**config.mk**
```make
export PLATFORM = sky130hd
export DESIGN_NAME = insn_encoder_flat
export DESIGN_NICKNAME = d
export VERILOG_FILES = /design/src/rtl/insn_encoder_if.sv /design/src/rtl/insn_encoder.sv /design/src/flat_wrapper.sv
export SDC_FILE = /design/constraint.sdc
export NUM_CORES = 1
export LEC_CHECK = 0
export CAP_MARGIN = 20
export CORE_AREA = 5 5 93 95
export CTS_CLUSTER_SIZE = 24
export DETAILED_ROUTE_END_ITERATION = 16
export DIE_AREA = 0 0 98 100
export GPL_ROUTABILITY_DRIVEN = 0
export PLACE_DENSITY = 0.7
export SLEW_MARGIN = 10
export SYNTH_ARGS = -nofsm -noshare
export SYNTH_HDL_FRONTEND = slang
export SYNTH_SLANG_ARGS = --single-unit
```
**constraint.sdc**
```tcl
create_clock -name clock -period 1.55 [get_ports clock]
set_input_delay 0.465 -clock clock [delete_from_list [all_inputs] [get_ports clock]]
set_output_delay 0.465 -clock clock [all_outputs]
set_load 0.005 [all_outputs]
```
**src/rtl/insn_encoder_if.sv**
```systemverilog
// Field-bundle input and encoded-word output channels of the instruction encoder.
// The producer/imem side uses master; the encoder uses slave.
interface insn_encoder_if #(
  parameter int AW = 12
);
  logic          in_valid;
  logic          in_ready;
  logic [1:0]    in_fmt;
  logic [4:0]    in_opcode;
  logic [4:0]    in_rd;
  logic [4:0]    in_rs;
  logic [4:0]    in_rt;
  logic [4:0]    in_shamt;
  logic [4:0]    in_aluop;
  logic [31:0]   in_imm;
  logic          in_last;
  logic          out_valid;
  logic          out_ready;
  logic [31:0]   out_word;
  logic [AW-1:0] out_addr;
  logic          out_err;

  modport master (
    output in_valid, in_fmt, in_opcode, in_rd, in_rs, in_rt, in_shamt, in_aluop,
           in_imm, in_last, out_ready,
    input  in_ready, out_valid, out_word, out_addr, out_err
  );

  modport slave (
    input  in_valid, in_fmt, in_opcode, in_rd, in_rs, in_rt, in_shamt, in_aluop,
           in_imm, in_last, out_ready,
    output in_ready, out_valid, out_word, out_addr, out_err
  );
endinterface

```
**src/rtl/insn_encoder.sv**
```systemverilog
// Packs R/I/JI instruction fields into 32-bit words behind a one-deep output
// register, tagging each with its imem address and an overflow/illegal flag.
module insn_encoder #(
  parameter int AW = 12
) (
  input  logic             clock,
  input  logic             reset,
  input  logic             start,
  insn_encoder_if.slave    bus,
  output logic [7:0]       err_count,
  output logic             busy,
  output logic             done
);

  typedef enum logic [1:0] {
    ST_IDLE = 2'd0,
    ST_LOAD = 2'd1,
    ST_DONE = 2'd2
  } state_e;

  state_e        state_q, state_d;
  logic          valid_q, valid_d;
  logic [31:0]   word_q,  word_d;
  logic [AW-1:0] addr_q,  addr_d;
  logic          err_q,   err_d;
  logic          last_q,  last_d;
  logic [7:0]    cnt_q,   cnt_d;
  logic          in_ready_s;
  logic          accept_s;
  logic          hs_s;
  logic          start_clr_s;
  logic [32:0]   enc_s;

  // Returns {err, word}; narrowing is a signed-range check on the dropped bits.
  function automatic logic [32:0] encode_insn(
    input logic [1:0]  fmt,
    input logic [4:0]  op,
    input logic [4:0]  rd,
    input logic [4:0]  rs,
    input logic [4:0]  rt,
    input logic [4:0]  sh,
    input logic [4:0]  al,
    input logic [31:0] imm
  );
    logic [31:0] word;
    logic        err;
    word = 32'h0000_0000;
    err  = 1'b0;
    case (fmt)
      2'd0: begin
        word = {op, rd, rs, rt, sh, al, 2'b00};
        err  = 1'b0;
      end
      2'd1: begin
        word = {op, rd, rs, imm[16:0]};
        err  = (imm[31:17] != {15{imm[16]}});
      end
      2'd2: begin
        word = {op, imm[26:0]};
        err  = (imm[31:27] != {5{imm[26]}});
      end
      default: begin
        word = 32'h0000_0000;
        err  = 1'b1;
      end
    endcase
    return {err, word};
  endfunction

  // Handshakes, next state and next output-stage contents.
  always_comb begin
    state_d     = state_q;
    valid_d     = valid_q;
    word_d      = word_q;
    addr_d      = addr_q;
    err_d       = err_q;
    last_d      = last_q;
    cnt_d       = cnt_q;
    hs_s        = valid_q && bus.out_ready;
    in_ready_s  = (state_q == ST_LOAD) && (!valid_q || bus.out_ready);
    accept_s    = bus.in_valid && in_ready_s;
    start_clr_s = start && (state_q != ST_LOAD);
    enc_s       = encode_insn(bus.in_fmt, bus.in_opcode, bus.in_rd, bus.in_rs,
                              bus.in_rt, bus.in_shamt, bus.in_aluop, bus.in_imm);

    case (state_q)
      ST_IDLE: begin
        if (start) state_d = ST_LOAD;
        else       state_d = ST_IDLE;
      end
      ST_LOAD: begin
        if (hs_s && last_q) state_d = ST_DONE;
        else                state_d = ST_LOAD;
      end
      ST_DONE: begin
        if (start) state_d = ST_LOAD;
        else       state_d = ST_DONE;
      end
      default: state_d = ST_IDLE;
    endcase

    if (accept_s) begin
      valid_d = 1'b1;
      word_d  = enc_s[31:0];
      err_d   = enc_s[32];
      last_d  = bus.in_last;
    end else if (hs_s) begin
      valid_d = 1'b0;
    end else begin
      valid_d = valid_q;
    end

    // A start outside LOAD wins over a coincident handshake.
    if (start_clr_s) begin
      addr_d = {AW{1'b0}};
      cnt_d  = 8'h00;
    end else if (hs_s) begin
      addr_d = addr_q + AW'(1'b1);
      if (err_q && (cnt_q != 8'hFF)) cnt_d = cnt_q + 8'h01;
      else                           cnt_d = cnt_q;
    end else begin
      addr_d = addr_q;
      cnt_d  = cnt_q;
    end
  end

  // State and output-stage registers with synchronous active-low reset.
  always_ff @(posedge clock) begin
    if (!reset) begin
      state_q <= ST_IDLE;
      valid_q <= 1'b0;
      word_q  <= 32'h0000_0000;
      addr_q  <= {AW{1'b0}};
      err_q   <= 1'b0;
      last_q  <= 1'b0;
      cnt_q   <= 8'h00;
    end else begin
      state_q <= state_d;
      valid_q <= valid_d;
      word_q  <= word_d;
      addr_q  <= addr_d;
      err_q   <= err_d;
      last_q  <= last_d;
      cnt_q   <= cnt_d;
    end
  end

  assign bus.in_ready  = in_ready_s;
  assign bus.out_valid = valid_q;
  assign bus.out_word  = word_q;
  assign bus.out_addr  = addr_q;
  assign bus.out_err   = err_q;
  assign err_count     = cnt_q;
  assign busy          = (state_q == ST_LOAD);
  assign done          = (state_q == ST_DONE);

endmodule

```
**src/flat_wrapper.sv**
```systemverilog
// flat-port wrapper written by rule: the top's interface ports become plain ports
module insn_encoder_flat 
#(
  parameter int AW = 12
)
  (clock, reset, start, err_count, busy, done, bus_in_valid, bus_in_fmt, bus_in_opcode, bus_in_rd, bus_in_rs, bus_in_rt, bus_in_shamt, bus_in_aluop, bus_in_imm, bus_in_last, bus_out_ready, bus_in_ready, bus_out_valid, bus_out_word, bus_out_addr, bus_out_err);
  insn_encoder_if #(.AW(AW)) bus_i ();
  input  logic clock;
  input  logic reset;
  input  logic start;
  output logic [7:0] err_count;
  output logic busy;
  output logic done;
  input wire logic [$bits(bus_i.in_valid)-1:0] bus_in_valid;
  input wire logic [$bits(bus_i.in_fmt)-1:0] bus_in_fmt;
  input wire logic [$bits(bus_i.in_opcode)-1:0] bus_in_opcode;
  input wire logic [$bits(bus_i.in_rd)-1:0] bus_in_rd;
  input wire logic [$bits(bus_i.in_rs)-1:0] bus_in_rs;
  input wire logic [$bits(bus_i.in_rt)-1:0] bus_in_rt;
  input wire logic [$bits(bus_i.in_shamt)-1:0] bus_in_shamt;
  input wire logic [$bits(bus_i.in_aluop)-1:0] bus_in_aluop;
  input wire logic [$bits(bus_i.in_imm)-1:0] bus_in_imm;
  input wire logic [$bits(bus_i.in_last)-1:0] bus_in_last;
  input wire logic [$bits(bus_i.out_ready)-1:0] bus_out_ready;
  output wire logic [$bits(bus_i.in_ready)-1:0] bus_in_ready;
  output wire logic [$bits(bus_i.out_valid)-1:0] bus_out_valid;
  output wire logic [$bits(bus_i.out_word)-1:0] bus_out_word;
  output wire logic [$bits(bus_i.out_addr)-1:0] bus_out_addr;
  output wire logic [$bits(bus_i.out_err)-1:0] bus_out_err;
  assign bus_i.in_valid = bus_in_valid;
  assign bus_i.in_fmt = bus_in_fmt;
  assign bus_i.in_opcode = bus_in_opcode;
  assign bus_i.in_rd = bus_in_rd;
  assign bus_i.in_rs = bus_in_rs;
  assign bus_i.in_rt = bus_in_rt;
  assign bus_i.in_shamt = bus_in_shamt;
  assign bus_i.in_aluop = bus_in_aluop;
  assign bus_i.in_imm = bus_in_imm;
  assign bus_i.in_last = bus_in_last;
  assign bus_i.out_ready = bus_out_ready;
  assign bus_in_ready = bus_i.in_ready;
  assign bus_out_valid = bus_i.out_valid;
  assign bus_out_word = bus_i.out_word;
  assign bus_out_addr = bus_i.out_addr;
  assign bus_out_err = bus_i.out_err;
  insn_encoder #(.AW(AW)) u_core (.clock(clock), .reset(reset), .start(start), .bus(bus_i), .err_count(err_count), .busy(busy), .done(done));
endmodule
```
; ---- Word-level counts from Yosys, hierarchy flattened
; Index checks and enable logic that the tools add are counted.
[classes]
n_eq_ne = 8
n_shift = 0
div_mod_pow = 0
addsub = 2
order_cmp = 0
mux = 8
reduce_logical = 13
bitwise_logic = 1
mul = 0
[op_table]
columns = operator, n
row1 = 32-bit one-hot mux with 3 select lines, 1
row2 = 15-bit != test, 1
row3 = "12-bit by 1-bit adder with 12-bit output, second input constant", 1
row4 = "8-bit by 1-bit adder with 8-bit output, second input constant", 1
row5 = "8-bit != test, second input constant", 1
row6 = 1-bit logical AND, 6
row7 = 2-bit one-hot mux with 3 select lines, 1
row8 = 5-bit != test, 1
row9 = "2-bit by 1-bit == test with 1-bit output, second input constant", 2
row10 = "2-bit == test, second input constant", 2
row11 = 2-bit logical NOT, 2
row12 = 2-bit two-way mux, 2
row13 = 1-bit two-way mux, 3
row14 = 1-bit one-hot mux with 3 select lines, 1
row15 = "2-bit by 1-bit != test with 1-bit output, second input constant", 1
row16 = 2-bit AND reduction, 1
row17 = 2-bit nonzero test, 1
row18 = 2-bit OR reduction, 1
row19 = 1-bit logical NOT, 1
row20 = 1-bit logical OR, 1
row21 = 1-bit inverter, 1
[word_totals]
out_inout_bits = 57
latch_bits = 0
elab_cells = 39
mem_bits_rw = 0
rom_bits = 0
memories = 0
input_bits = 70
reg_bits = 57

; ---- Longest topological paths before layout
[logic_depth]
ltp_word = 5
depth_mapped = 7
depth_no_buf = 6

; ---- Least setup slack after synthesis
; No wires, ideal clock.
[synth_timing]
path_kind = input-to-reg
startpoint = input port bus_in_imm[29]
endpoint = register u_core.err_q (netlist: u_core.bus.out_err)
required_time_ns = 1.431
path_slack_ns = 0.056
setup_ns = 0.119
n_path_buf = 0
t_arrival_ns = 1.375
stages = 5
cell_sequence = and4_1 > nand3_1 > or4_1 > o2111ai_1 > o21ai_1
[synth_via]
elab_chain_len = 2
elab_cells_between_ends = 3
classes_between = 2 x eq/ne / 1 x mux
[synth_rtl]
columns = element, line
row1 = start: declaration, flat_wrapper.sv:22  ; input wire logic [$bits(bus_i.in_imm)-1:0] bus_in_imm;
row2 = 15-bit != test or 5-bit != test (tied branches), "insn_encoder.sv:56, insn_encoder.sv:60"
row3 = 1-bit one-hot mux with 3 select lines *, insn_encoder.sv:49  ; case (fmt)
row4 = end signal: assignment, insn_encoder.sv:142  ; err_q <= err_d;
row5 = end: declaration, insn_encoder.sv:25  ; logic err_q, err_d;
; Every way passes the cells marked *; elsewhere a longest branch is shown, timed or not.
; A chain may end at the register's enable or synchronous reset.

; ---- Worst setup path in the final report
[layout_timing]
startpoint = input port bus_in_imm[17]
endpoint = register u_core.err_q (netlist: u_core.bus.out_err)
[layout_via]
elab_chain_len = 2
[layout_rtl]
columns = element, line
row1 = 15-bit != test, insn_encoder.sv:56  ; err = (imm[31:17] != {15{imm[16]}});
row2 = 1-bit one-hot mux with 3 select lines, insn_encoder.sv:49
; Every way passes these cells.

==> summary.md <==
| Metric | Value |
|---|---|
| First-pass GRT wire length | `13910 microns` |
| CTS Buf Count | `9` |
| First-pass DRT Iterations | `6` |
| Dpl hpwl | `6690 microns` |
| Layout cell share with drive strength beyond 1 | `22.51%` |
| Vias/cell | `4.981` |
| R2R Setup Slk | `0.12 ns` |
| Critical path's slowest cell | `or4_4` |
| CP arrival | `1.77 ns` |
| Slew @ Worst Pin | `0.3263 ns` |
| Power share of the sequential group | `41.3%` |
| Status | `finished, final reports clean` |
| Syn Area/Cell | `9.131 sq um` |
| Initial antenna violation count | `0` |
| Synth Net Count | `374` |
| Sum Neg Setup Slack | `0 ns` |
| Sequential fraction of the synthesis area | `41.38%` |
| Worst vdd ir | `0.3841 mV` |
| Worst Setup End Kind | `flip-flop` |
| Final setup violation count | `0` |
| Fin. max-slew vios | `0` |
| Critical path class | `in2reg` |
| Clock tree sinks | `57` |
| Worst Path Required | `1.78 ns` |
| Ys async rst share | `0%` |
| Pin count of the biggest net entering global routing | `28` |
| Final worst slack | `0.002370 ns` |
| Die height | `100 microns` |
| Sw frac | `23.59%` |
| PortBufs | `126` |
| Worst slew margin | `78.21%` |
| Post-DP Area | `0.004374 sq mm` |
| Switch Pwr | `0.8855 mW` |
| CTS tree | `built` |
| Worst Skew | `0.007032 ns` |
| Htree depth | `3` |
| All-layer global routing usage | `17.52%` |
| # IOs | `127` |
| Hold_buf cts | `0` |
| DRC | `0` |
| Clock buffer depth | `2` |
| Row count | `32` |
| CTS clk-pin slew, worst paths | `0.07 ns` |
| Final Hold Fails | `0` |
| ANT nets after route | `0` |
| Vias after detailed routing | `2854` |
| Root buffer cell | `clkbuf_8` |
| Layout Utilization | `60.77%` |
| DRT iter0 DRCs | `49` |
| Global route total overflow | `0` |
| Cell Area, Synth | `0.002758 sq mm` |
| CP delay by family, top | `simple AND/OR/NAND/NOR gates` |
| Pre-CTS WS | `-0.5773 ns` |
| Die area | `0.009800 sq mm` |
| Ys Warns | `0` |
| Period utilization | `99.85%` |
| Buf+Inv Stages, Crit Path | `1` |
| F_max | `0.6461 GHz` |
| Main synth FF type | `dfxtp_1` |
| CP max stage delay | `0.54 ns` |
| DR WL/cell | `15.09 microns` |
| Yosys cell types | `42` |
| Synthesized instance count | `302` |
| HP Class | `reg2reg` |
| Die W | `98 microns` |
| Latest clock arrival within the worst-skew pair | `0.34 ns` |
| Vias in the first global route | `2939` |
| RSZ-0062 raised after global routing | `false` |
| Leak | `2.217 nW` |
| Share of total power in combinational logic | `16.3%` |
| Pwr dens | `807.7 mW/mm^2` |
| Initial Util | `36.06%` |
| Max Cap Viol | `0` |
| Yosys reg bits | `57` |
| Crit-path cells | `clkdlybuf4s50_1 -> nand3_1 -> or4_4 -> o2111ai_2 -> o21ai_1` |
| Post-Route WL | `8646 microns` |
| Post-route cell area | `0.004647 sq mm` |
| Tmin final | `1.548 ns` |
| Clock network fraction of design power | `42.4%` |
| Post-synth EDFFs | `0` |
| Pint | `2.868 mW` |
| Nets | `538` |
| Synth-to-Final Area Change | `68.51%` |
| Area of the core | `0.007647 sq mm` |
| # diodes | `0` |
| CP max FO | `2` |
| Worst Hold Margin | `0.4502 ns` |
| CP startpoint kind | `input port` |
-- repair_timing --
| item | in CTS | in global routing |
|---|---|---|
| buffers inserted | 6 | 0 |
| pin swaps | 5 | 0 |
| gates resized for setup | 100 | 11 |
| setup endpoints to repair | 100 | 19 |
-- final cells by class --
type                       count  area [sq um]
clock buffer                  11         151.4
clock inverter                 5         77.57
timing repair buffer         174          1585
fill                         691          3000
multi-input combinational    221          1516
inverter                       3         11.26
sequential                    57          1177
tap                          102         127.6
-- cell usage after synthesis (2+ instances only) --
| library cell | number | share of area (%) |
|---|---|---|
| a21boi_0 | 5 | 1.4 |
| a21boi_1 | 3 | 0.82 |
| a21oi_1 | 2 | 0.36 |
| a221oi_1 | 10 | 3.2 |
| and2_1 | 3 | 0.68 |
| and3_1 | 3 | 0.68 |
| and4_1 | 3 | 0.95 |
| buf_2 | 5 | 0.91 |
| buf_4 | 3 | 0.82 |
| buf_6 | 4 | 1.6 |
| clkbuf_1 | 9 | 1.2 |
| dfxtp_1 | 57 | 41 |
| ha_1 | 2 | 0.91 |
| inv_1 | 3 | 0.41 |
| mux2i_1 | 17 | 6.2 |
| nand2_1 | 39 | 5.3 |
| nand3_1 | 16 | 2.9 |
| nand4_1 | 6 | 1.4 |
| nor2_1 | 33 | 4.5 |
| nor3b_1 | 10 | 2.7 |
| nor4_1 | 3 | 0.68 |
| o211a_1 | 15 | 5.4 |
| o211ai_1 | 15 | 4.1 |
| o21a_1 | 2 | 0.54 |
| xnor2_1 | 5 | 1.6 |
| xor2_1 | 13 | 4.1 |
-- through the flow --
stage	std cells	power [mW]
finish	573	3.753
CTS	573	3.809
global route	573	3.921
floorplan	302	1.815
detailed placement	551	2.242
global placement	551	2.233
-- cell usage in the layout (no fill, tap or decap), types with 13 or more instances in the layout --
cell type / synthesis / layout
dfxtp_1: 57 / 34
nand2_1: 39 / 39
o211a_1: 15 / 15
o211ai_1: 15 / 15
buf_4: 3 / 44
dlygate4sd2_1: 0 / 58
nand3_1: 16 / 15
nor2_1: 33 / 33
dfxtp_2: 0 / 20
xor2_1: 13 / 13
clkdlybuf4s50_1: 0 / 60
mux2i_1: 17 / 17
-- flip-flops by register name, summed over array words and instances (netlist names) --
register / count
u_core.bus.out_addr: 12
u_core.bus.out_err: 1
u_core.bus.out_valid: 1
u_core.bus.out_word: 32
u_core.err_count: 8
u_core.last_q: 1
u_core.state_q: 2
-- worst paths after layout --
path                      startpoint                      end  cells past startpoint
max                   bus_in_imm[17]       u_core.bus.out_err                      5
min          u_core.bus.out_word[30]  u_core.bus.out_word[30]                      2
max reg2reg        u_core.state_q[1]  u_core.bus.out_word[16]                      7
min reg2reg  u_core.bus.out_word[30]  u_core.bus.out_word[30]                      2
-- worst reg2reg max path, delay by kind of cell (launching register included) --
family	cells	cell delay [ns]
and+or+nand+nor	3	0.46
DFF	1	0.32
buffers and inverters	2	0.30
AOI/OAI and AO/OA	2	0.24
-- logic make-up (layout without fill, tap and decap cells) --
kind of cell	count (synthesis)	in the layout	share of synthesized area [%]
mux	17	17	6.170
buf+inv	24	193	4.990
xor+xnor	18	18	5.717
flops	57	57	41.38
fa+ha+maj	2	2	0.9073
simple gates	125	125	22.73
compound gates	59	59	18.10
-- per-layer routing --
metal	GRT usage, %	part of all wire [%]
met4	5.112	1.0
met2	29.37	48
met3	8.548	10
met1	19.80	41
met5	0	0
-- power groups by stage --
stage | clock network (mW) | logic (mW) | registers [mW]
3_5_place_dp | 0 | 0.657 | 1.59
3_3_place_gp | 0 | 0.649 | 1.58
6_report | 1.59 | 0.613 | 1.55
2_1_floorplan | 0 | 0.227 | 1.59
5_1_grt | 1.70 | 0.665 | 1.55
4_1_cts | 1.64 | 0.617 | 1.55
Note: power is estimated with default switching activity, not from simulation.
